$ cat src/rtl/wave_generator.sv
// Periodic waveform source: saw up/down, triangle or square between latched levels.
// Level/mode/duty settings are captured only at period boundaries; wrap marks each period's last sample.
module wave_generator #(
  parameter  int WIDTH = 12,
  parameter  int STEPS = 100,
  localparam int CW    = $clog2(STEPS)
) (
  input  logic             clock_i,
  input  logic             resetn_i,
  input  logic             enable_i,
  input  logic [1:0]       mode_i,
  input  logic [WIDTH-1:0] maximum_i,
  input  logic [WIDTH-1:0] minimum_i,
  input  logic [CW-1:0]    duty_i,
  output logic [WIDTH-1:0] waveform_o,
  output logic             wrap_o
);

  typedef enum logic [1:0] {IDLE, RUN_UP, RUN_DOWN} state_t;

  localparam logic [CW-1:0] C_LAST = CW'(STEPS - 1);
  localparam logic [CW-1:0] C_TURN = CW'(STEPS - 2);
  localparam logic [CW-1:0] C_ONE  = CW'(1);

  state_t             state_q, state_d;
  logic [CW-1:0]      c_q, c_d;
  logic [WIDTH-1:0]   max_q, min_q, h_q, wave_q, wave_d;
  logic [1:0]         mode_q;
  logic [CW-1:0]      duty_q;
  logic               wrap_q, wrap_d, latch;

  logic [WIDTH-1:0]    span, h_in, f;
  logic [WIDTH+CW-1:0] prod;
  logic                inverted;

  // Step height for the incoming levels; inverted levels collapse to a flat minimum.
  assign inverted = minimum_i > maximum_i;
  assign span     = maximum_i - minimum_i;
  assign h_in     = WIDTH'(32'(span) / (STEPS - 1));

  assign prod = (WIDTH+CW)'(h_q) * (WIDTH+CW)'(c_q);

  always_comb begin
    f = min_q + prod[WIDTH-1:0];
    case (mode_q)
      2'd1:    f = max_q - prod[WIDTH-1:0];
      2'd3:    f = (c_q < duty_q) ? max_q : min_q;
      default: f = min_q + prod[WIDTH-1:0];
    endcase
  end

  always_comb begin
    state_d = state_q;
    c_d     = c_q;
    wave_d  = wave_q;
    wrap_d  = 1'b0;
    latch   = 1'b0;
    if (!enable_i) begin
      state_d = IDLE;
      c_d     = '0;
      wave_d  = min_q;
    end else begin
      case (state_q)
        IDLE: begin
          latch   = 1'b1;
          c_d     = '0;
          state_d = RUN_UP;
        end
        RUN_UP: begin
          wave_d = f;
          if (c_q != C_LAST) begin
            c_d = c_q + C_ONE;
          end else if (mode_q == 2'd2) begin
            state_d = RUN_DOWN;
            c_d     = C_TURN;
          end else begin
            c_d    = '0;
            wrap_d = 1'b1;
            latch  = 1'b1;
          end
        end
        RUN_DOWN: begin
          wave_d = f;
          if (c_q != C_ONE) begin
            c_d = c_q - C_ONE;
          end else begin
            c_d     = '0;
            wrap_d  = 1'b1;
            latch   = 1'b1;
            state_d = RUN_UP;
          end
        end
        default: state_d = IDLE;
      endcase
    end
  end

  always_ff @(posedge clock_i or negedge resetn_i) begin
    if (!resetn_i) begin
      state_q <= IDLE;
      c_q     <= '0;
      wave_q  <= '0;
      wrap_q  <= 1'b0;
      max_q   <= '0;
      min_q   <= '0;
      h_q     <= '0;
      mode_q  <= '0;
      duty_q  <= '0;
    end else begin
      state_q <= state_d;
      c_q     <= c_d;
      wave_q  <= wave_d;
      wrap_q  <= wrap_d;
      if (latch) begin
        mode_q <= mode_i;
        duty_q <= duty_i;
        min_q  <= minimum_i;
        max_q  <= inverted ? minimum_i : maximum_i;
        h_q    <= inverted ? '0 : h_in;
      end
    end
  end

  assign waveform_o = wave_q;
  assign wrap_o     = wrap_q;

endmodule
$ cat config.mk
export PLATFORM = sky130hd
export DESIGN_NAME = wave_generator
export DESIGN_NICKNAME = d
export VERILOG_FILES = /design/src/rtl/wave_generator.sv
export SDC_FILE = /design/constraint.sdc
export NUM_CORES = 1
export LEC_CHECK = 0
export CORE_MARGIN = 4
export CORE_UTILIZATION = 65
export DETAILED_ROUTE_END_ITERATION = 8
export GPL_TIMING_DRIVEN = 1
export PLACE_DENSITY = 0.86
export SETUP_SLACK_MARGIN = 0.4
export SYNTH_ARGS = -nofsm -noshare
export SYNTH_HDL_FRONTEND = slang
export SYNTH_SLANG_ARGS = --single-unit
$ cat constraint.sdc
create_clock -name clock_i -period 9.2 [get_ports clock_i]
set_input_delay 1.84 -clock clock_i [delete_from_list [all_inputs] [get_ports clock_i]]
set_output_delay 1.84 -clock clock_i [all_outputs]
set_load 0.02 [all_outputs]
==> results.py, run 1 <==
metrics = {
    "run_status": {
        "status": "finished clean",
    },
    "logic_synthesis": {
        "syn_avg_cell_area_um2": 8.04,
        "synth_top_family_by_area": "compound AO/OA/AOI/OAI gates",
        "syn_inst": 967,
        "synth_ff_type": "dfrtp_1",
        "synth-edff-count": 0,
        "synth-seq-cells": 61,
        "synthSimpleGateAreaFrac_pct": 18.3,
        "yosysSeqAreaShare_pct": 19.6,
        "synthMuxAreaShare_pct": 5.23,
        "ys_async_sr_fraction_pct": 100,
        "netlist_area_mm2": 0.00778,
        "synthDistinctLibCells": 78,
        "synth-adder-area-share_pct": 18.2,
        "synth_fp_nets": 1103,
        "post_synth_xor_area_fraction_pct": 6.31,
        "synth_compound_area_share_pct": 25.3,
        "synth-warning-count": 0,
    },
    "sta": {
        "worst_slack_ps": 747,
        "finalCritPeriodShare_pct": 91.9,
        "rsz0062_at_grt": "false",
        "clock.fmax_mhz": 118,
        "layout_min_cycle_time_ps": 8450,
        "slew_headroom_pct": 33.4,
        "hold_violations": 0,
        "slew_violations": 0,
        "clock_skew_ps": 6.91,
        "setup_tns_ps": 0,
        "tightest_slew_ps": 1000,
        "setup_viol": 0,
    },
    "setup_path": {
        "critPathLaunchType": "primary input",
        "reg2reg_from": "c_q[3]",
        "r2r-end": "waveform_o[11]",
        "rr_worst_depth": 23,
        "required_ps": 9450,
        "worst_setup_path_end_kind": "flip-flop",
        "r2r_setup_slack_ps": 3370,
        "path_class": "in -> reg",
        "crit_slowest_cell": "clkdlybuf4s50_1",
        "worst-endpoint-arrival_ps": 8710,
        "cpPeakStageDelay_ps": 530,
        "critPathMaxFanout": 13,
    },
    "floorplanning": {
        "start_util_pct": 67.3,
        "pin_count": 49,
        "fp.dieH_um": 117,
        "die_area_mm2": 0.0138,
        "coreArea_mm2": 0.0116,
        "fp.dieW_um": 117,
        "rows": 39,
    },
    "routing": {
        "vias_per_cell": 6.44,
        "wl_per_cell_um": 17.6,
        "via_count": 7358,
        "drt_iter0_markers": 710,
        "postRouteWirelength_um": 20100,
        "first_pass_iters": 8,
        "drc": 0,
        "ant_nets": 0,
    },
    "layout": {
        "syn_to_final_growth_pct": 12.6,
        "n_antenna_cell": 0,
        "nets": 1130,
        "final_layout_size_suffix_gt1_share_pct": 7.21,
        "fin_cells": 1142,
        "layout_common_cells": "100 x nand2_1, 89 x inv_1, 79 x ha_1, 64 x o21ai_0, 61 x dfrtp_1",
        "final_common_cell": "nand2_1",
    },
    "hold_path": {
        "hold_start": "duty_q[3]",
        "min_to": "duty_q[3]",
        "hold_path.class": "reg -> reg",
        "whs_path_depth": 1,
    },
    "grt": {
        "grt_start_max_net_pins": 66,
        "grt_pass1_vias": 6999,
        "grt_overflow": 0,
        "grtUsageTotal_pct": 29.2,
        "antenna_found_initial": 0,
        "grt_pass1_wl_um": 34000,
    },
    "cts": {
        "clock_latency_ps": 340,
        "cts_buffers": 9,
        "clk_pin_slew_ps": 50,
        "cts_tree": "yes",
        "cts_buffer_depth": 2,
        "numClockSinks": 61,
        "root_buffer": "clkbuf_16",
        "ctsHtreeMaxLevel": 3,
    },
    "pwr": {
        "ir_drop_uv": 229,
        "leakage_nw": 4.07,
        "powerDensity_mw_per_mm2": 308,
    },
    "placement": {
        "gp_congestion": 0.958,
        "place_ws_ps": 146,
        "port_buffers": 48,
        "placedCellCount": 1122,
        "hpwl_um": 14800,
    },
    "run": {
        "cap_violations": 0,
    },
}
-- cell families after synthesis --
family	Yosys count
buffers and inverters	136
AO/OA/AOI/OAI	287
XOR/XNOR	56
multiplexers	39
flip-flops	61
adder cells (fa/ha/maj)	101
AND/OR/NAND/NOR	287
-- cell type report --
| type | count | area [µm²] |
|---|---|---|
| inverters | 89 | 334 |
| flip-flops and latches | 61 | 1530 |
| repair buffers | 63 | 588 |
| well taps | 143 | 179 |
| clock buffers | 9 | 225 |
| fillers | 818 | 2810 |
| multi-input cells | 770 | 5780 |
| clock inverters | 7 | 124 |
-- power by group --
group	switching, mW	total (mW)	internal, mW
logic	1.00	1.75	0.746
registers	0.165	0.548	0.383
clock network	0.133	0.399	0.266
-- how the worst max path moves through the flow --
stage | start | end | slack (ps)
after CTS | minimum_i[0] | h_q[0] | 490
final | minimum_i[0] | h_q[0] | 750
after floorplan | maximum_i[0] | h_q[0] | 1120
after global placement | minimum_i[0] | h_q[0] | 290
after detailed placement | minimum_i[0] | h_q[0] | 150
after global routing | minimum_i[0] | h_q[0] | 410
-- Yosys cell counts (all sizes together), types with 3 or more instances --
| library cell | number | area, µm² |
|---|---|---|
| nand2 | 100 | 375 |
| inv | 89 | 334 |
| ha | 79 | 988 |
| o21ai | 66 | 330 |
| dfrtp | 61 | 1530 |
| a21oi | 55 | 279 |
| nor2 | 53 | 209 |
| o211ai | 46 | 350 |
| xnor2 | 37 | 324 |
| clkbuf | 35 | 131 |
| a21o | 31 | 234 |
| and2 | 27 | 169 |
| mux2i | 26 | 260 |
| fa | 21 | 420 |
| nor3 | 19 | 100 |
| xor2 | 19 | 166 |
| nand3 | 16 | 80.1 |
| mux2 | 13 | 146 |
| nand4 | 13 | 81.3 |
| buf | 12 | 83.8 |
| o21bai | 12 | 90.1 |
| and3 | 11 | 73.8 |
| a31oi | 10 | 62.6 |
| nand2b | 10 | 62.6 |
| nor2b | 9 | 56.3 |
| nor4 | 8 | 50.1 |
| a22o | 7 | 61.3 |
| a211o | 6 | 52.6 |
| or2 | 6 | 40.0 |
| a211oi | 5 | 37.5 |
| o221ai | 5 | 43.8 |
| o22ai | 5 | 37.5 |
| o31ai | 5 | 42.5 |
| and4 | 4 | 37.5 |
| a21boi | 3 | 22.5 |
| a221o | 3 | 30.0 |
| a221oi | 3 | 43.8 |
| a32o | 3 | 30.0 |
| o2111ai | 3 | 26.3 |
| o32ai | 3 | 26.3 |
| or3 | 3 | 18.8 |
-- through the flow --
| step | cell area, µm² | hold slack, ps | total power, mW | utilization (%) |
|---|---|---|---|---|
| after CTS | 8660 | 507 | 2.62 | 74.9 |
| final | 8760 | 503 | 2.70 | 75.7 |
| after global routing | 8760 | 511 | 2.91 | 75.7 |
| after detailed placement | 8310 | 496 | 2.20 | 71.9 |
| after global placement | 8310 | 489 | 2.15 | 71.9 |
| after floorplan | 7780 | 472 | 1.81 | - |
-- timing repair --
item	4_1_cts	5_1_grt
hold endpoints to repair	0	0
setup endpoints to repair	0	2
gates resized for setup	0	13
buffers inserted	0	4
hold buffers	0	0
-- sequential cells by signal (all words and copies together) (netlist names) --
| signal | cells |
|---|---|
| state_q | 2 |
| wrap_o | 1 |
| waveform_o | 12 |
| mode_q | 2 |
| c_q | 7 |
| h_q | 6 |
| duty_q | 7 |
| max_q | 12 |
| min_q | 12 |
-- per-layer routing --
layer | track usage [%] | up-vias | share of wire [%]
li1 | - | 3530 | -
met1 | 39.4 | 3459 | 43
met2 | 48.4 | 316 | 47
met3 | 3.51 | 53 | 7.3
met4 | 10.8 | 0 | 2.7
met5 | 0 | - | 0
-- worst max-delay path, delay by kind of cell --
kind,cells,cell delay (ps)
simple gates,9,2010
compound gates,12,3120
fa+ha+maj,3,930
buf+inv,3,790
(Power assumes the default switching activity.)
==> run 2, diff against run 1 <==
--- a/config.mk
+++ b/config.mk
@@ -5,6 +5,7 @@
 export SDC_FILE = /design/constraint.sdc
 export NUM_CORES = 1
 export LEC_CHECK = 0
+export CORE_ASPECT_RATIO = 1.4
 export CORE_MARGIN = 4
 export CORE_UTILIZATION = 65
 export DETAILED_ROUTE_END_ITERATION = 8
==> run 2 against run 1 <==
  * Non-clock buffer count fell by 3
  * Largest cell class unchanged
  * Combinational power down 2%
  * Power down 4.1%
  * Routed wire length is 1.6% lower
  * Highest routed layer unchanged
==> results.py, run 2 (synthesized netlist as in run 1, its figures left out) <==
metrics = {
    "grt": {
        "grtUsageTotal_pct": 29.2,
        "antenna_found_initial": 0,
        "grt_pass1_vias": 7165,
        "grt_start_max_net_pins": 62,
        "grt_pass1_wl_um": 32700,
        "grt_overflow": 0,
    },
    "setup_path": {
        "required_ps": 9460,
        "rr_worst_depth": 23,
        "worst-endpoint-arrival_ps": 8780,
        "worst_setup_path_end_kind": "flip-flop",
        "critPathLaunchType": "primary input",
        "r2r-end": "waveform_o[11]",
        "crit_path_start": "minimum_i[0]",
        "critPathMaxFanout": 13,
        "path_class": "in -> reg",
        "reg2reg_from": "c_q[3]",
        "critPathCapture": "h_q[0]",
        "r2r_setup_slack_ps": 3410,
    },
    "pwr": {
        "powerDensity_mw_per_mm2": 299,
        "ir_drop_uv": 208,
        "pwr-share-seq_pct": 21.1,
        "netSwitchingFraction_pct": 49.0,
        "pwr-share-clk_pct": 12.6,
        "combPwrFrac_pct": 66.3,
        "power_switching_mw": 1.27,
        "leakage_nw": 4.01,
        "internal-power_mw": 1.32,
    },
    "cts": {
        "ctsHtreeMaxLevel": 3,
        "clk_pin_slew_ps": 50,
        "cts_tree": "yes",
        "cts_buffer_depth": 2,
        "root_buffer": "clkbuf_16",
        "cts_buffers": 9,
        "numClockSinks": 61,
        "hold_buffers": 0,
        "clock_latency_ps": 340,
    },
    "routing": {
        "drt_iter0_markers": 357,
        "ant_nets": 0,
        "vias_per_cell": 6.39,
        "via_count": 7297,
        "postRouteWirelength_um": 19800,
        "wl_per_cell_um": 17.3,
        "first_pass_iters": 5,
        "drc": 0,
    },
    "sta": {
        "slew_violations": 0,
        "tightest_slew_ps": 1350,
        "finalCritPeriodShare_pct": 92.6,
        "clock_skew_ps": 6.79,
        "setup_tns_ps": 0,
        "clock.fmax_mhz": 117,
        "layout_min_cycle_time_ps": 8520,
        "setup_viol": 0,
        "worst_slack_ps": 678,
        "rsz0062_at_grt": "false",
        "hold_violations": 0,
        "slew_headroom_pct": 9.00,
    },
    "hold_path": {
        "hold_start": "duty_q[0]",
        "hold_path.class": "reg -> reg",
    },
    "placement": {
        "hpwl_um": 15500,
        "port_buffers": 48,
        "gp_congestion": 0.931,
        "place_ws_ps": 248,
    },
    "layout": {
        "layout_common_cells": "100 x nand2_1, 89 x inv_1, 79 x ha_1, 63 x o21ai_0, 61 x dfrtp_1",
        "n_antenna_cell": 0,
        "nets": 1127,
        "fill_cells": 905,
        "final_layout_size_suffix_gt1_share_pct": 6.63,
        "syn_to_final_growth_pct": 11.1,
        "final_common_cell": "nand2_1",
    },
    "run_status": {
        "status": "finished clean",
    },
    "floorplanning": {
        "fp.dieH_um": 137,
        "pin_count": 49,
        "start_util_pct": 66.1,
        "die_area_mm2": 0.0138,
        "rows": 47,
        "coreArea_mm2": 0.0118,
        "fp.dieW_um": 100,
    },
    "run": {
        "cap_violations": 0,
    },
}
-- run 2: cell count changes in the layout (fill, tap and decap cells not counted), moves of 3 or more --
cell / before / now
a21oi_1: 52 / 49
buf_4: 15 / 12
clkinv_4: 3 / 0
bufinv_16: 3 / 0
clkbuf_8: 0 / 3
a21oi_2: 3 / 6
-- run 2: how the worst min path moves through the flow --
stage	to	slack [ps]	cells after the start
5_1_grt	duty_q[6]	530	1
2_1_floorplan	max_q[0]	470	2
3_3_place_gp	duty_q[5]	490	1
3_5_place_dp	duty_q[0]	500	1
6_report	duty_q[0]	510	1
4_1_cts	duty_q[0]	510	1
-- run 2: cell type report --
class / count / area (µm²) / share of cell area, %
inverter: 89 / 334 / 3.87
clock buffer: 12 / 267 / 3.09
tap: 147 / 184 / 2.13
sequential: 61 / 1530 / 17.7
multi-input combinational: 770 / 5740 / 66.5
timing repair buffer: 60 / 566 / 6.55
clock inverter: 3 / 20.0 / 0.232
-- run 2: stage by stage --
stage	utilization (%)	hold slack, ps	power (mW)	std cells	instance area (µm²)
floorplan	-	472	1.81	967	7780
global placement	70.8	489	2.17	1127	8330
detailed placement	70.8	501	2.22	1127	8330
CTS	73.2	512	2.55	1142	8610
global route	73.4	532	2.79	1142	8640
finish	73.4	510	2.59	1142	8640
-- run 2: critical path: stages --
cell	delay, ps
clkdlybuf4s50_1	530
ha_1	180
inv_1	50
fa_1	430
a21o_1	260
a221oi_4	280
buf_4	180
nand2_1	70
and3_2	280
and4_4	180
nor2_1	90
ha_1	260
o41a_4	540
or2_4	310
a22o_1	270
a211o_1	340
a2bb2o_4	270
mux2i_1	190
and4b_1	220
a211o_2	400
or2_4	350
and3_1	180
o31a_1	240
o2111a_1	260
nor4_1	280
o22ai_1	130
a31oi_1	160
-- run 2: what timing repair did --
item / in CTS / in global routing
setup buffers: 0 / 0
endpoints found under the setup margin: 0 / 2
resized for setup: 0 / 9
-- run 2: power by group through the flow --
stage | Combinational, mW | Clock [mW] | Sequential (mW)
2_1_floorplan | 1.32 | 0 | 0.491
3_3_place_gp | 1.63 | 0 | 0.538
3_5_place_dp | 1.67 | 0 | 0.546
4_1_cts | 1.68 | 0.327 | 0.543
5_1_grt | 1.89 | 0.340 | 0.563
6_report | 1.71 | 0.325 | 0.547
-- run 2: routing by layer --
layer | track usage (%) | share of wire (%) | up-vias
met5 | 0 | 0 | -
met4 | 15.9 | 4.4 | 0
met3 | 3.34 | 4.0 | 68
met2 | 52.4 | 51 | 214
met1 | 33.4 | 40 | 3493
li1 | - | - | 3522
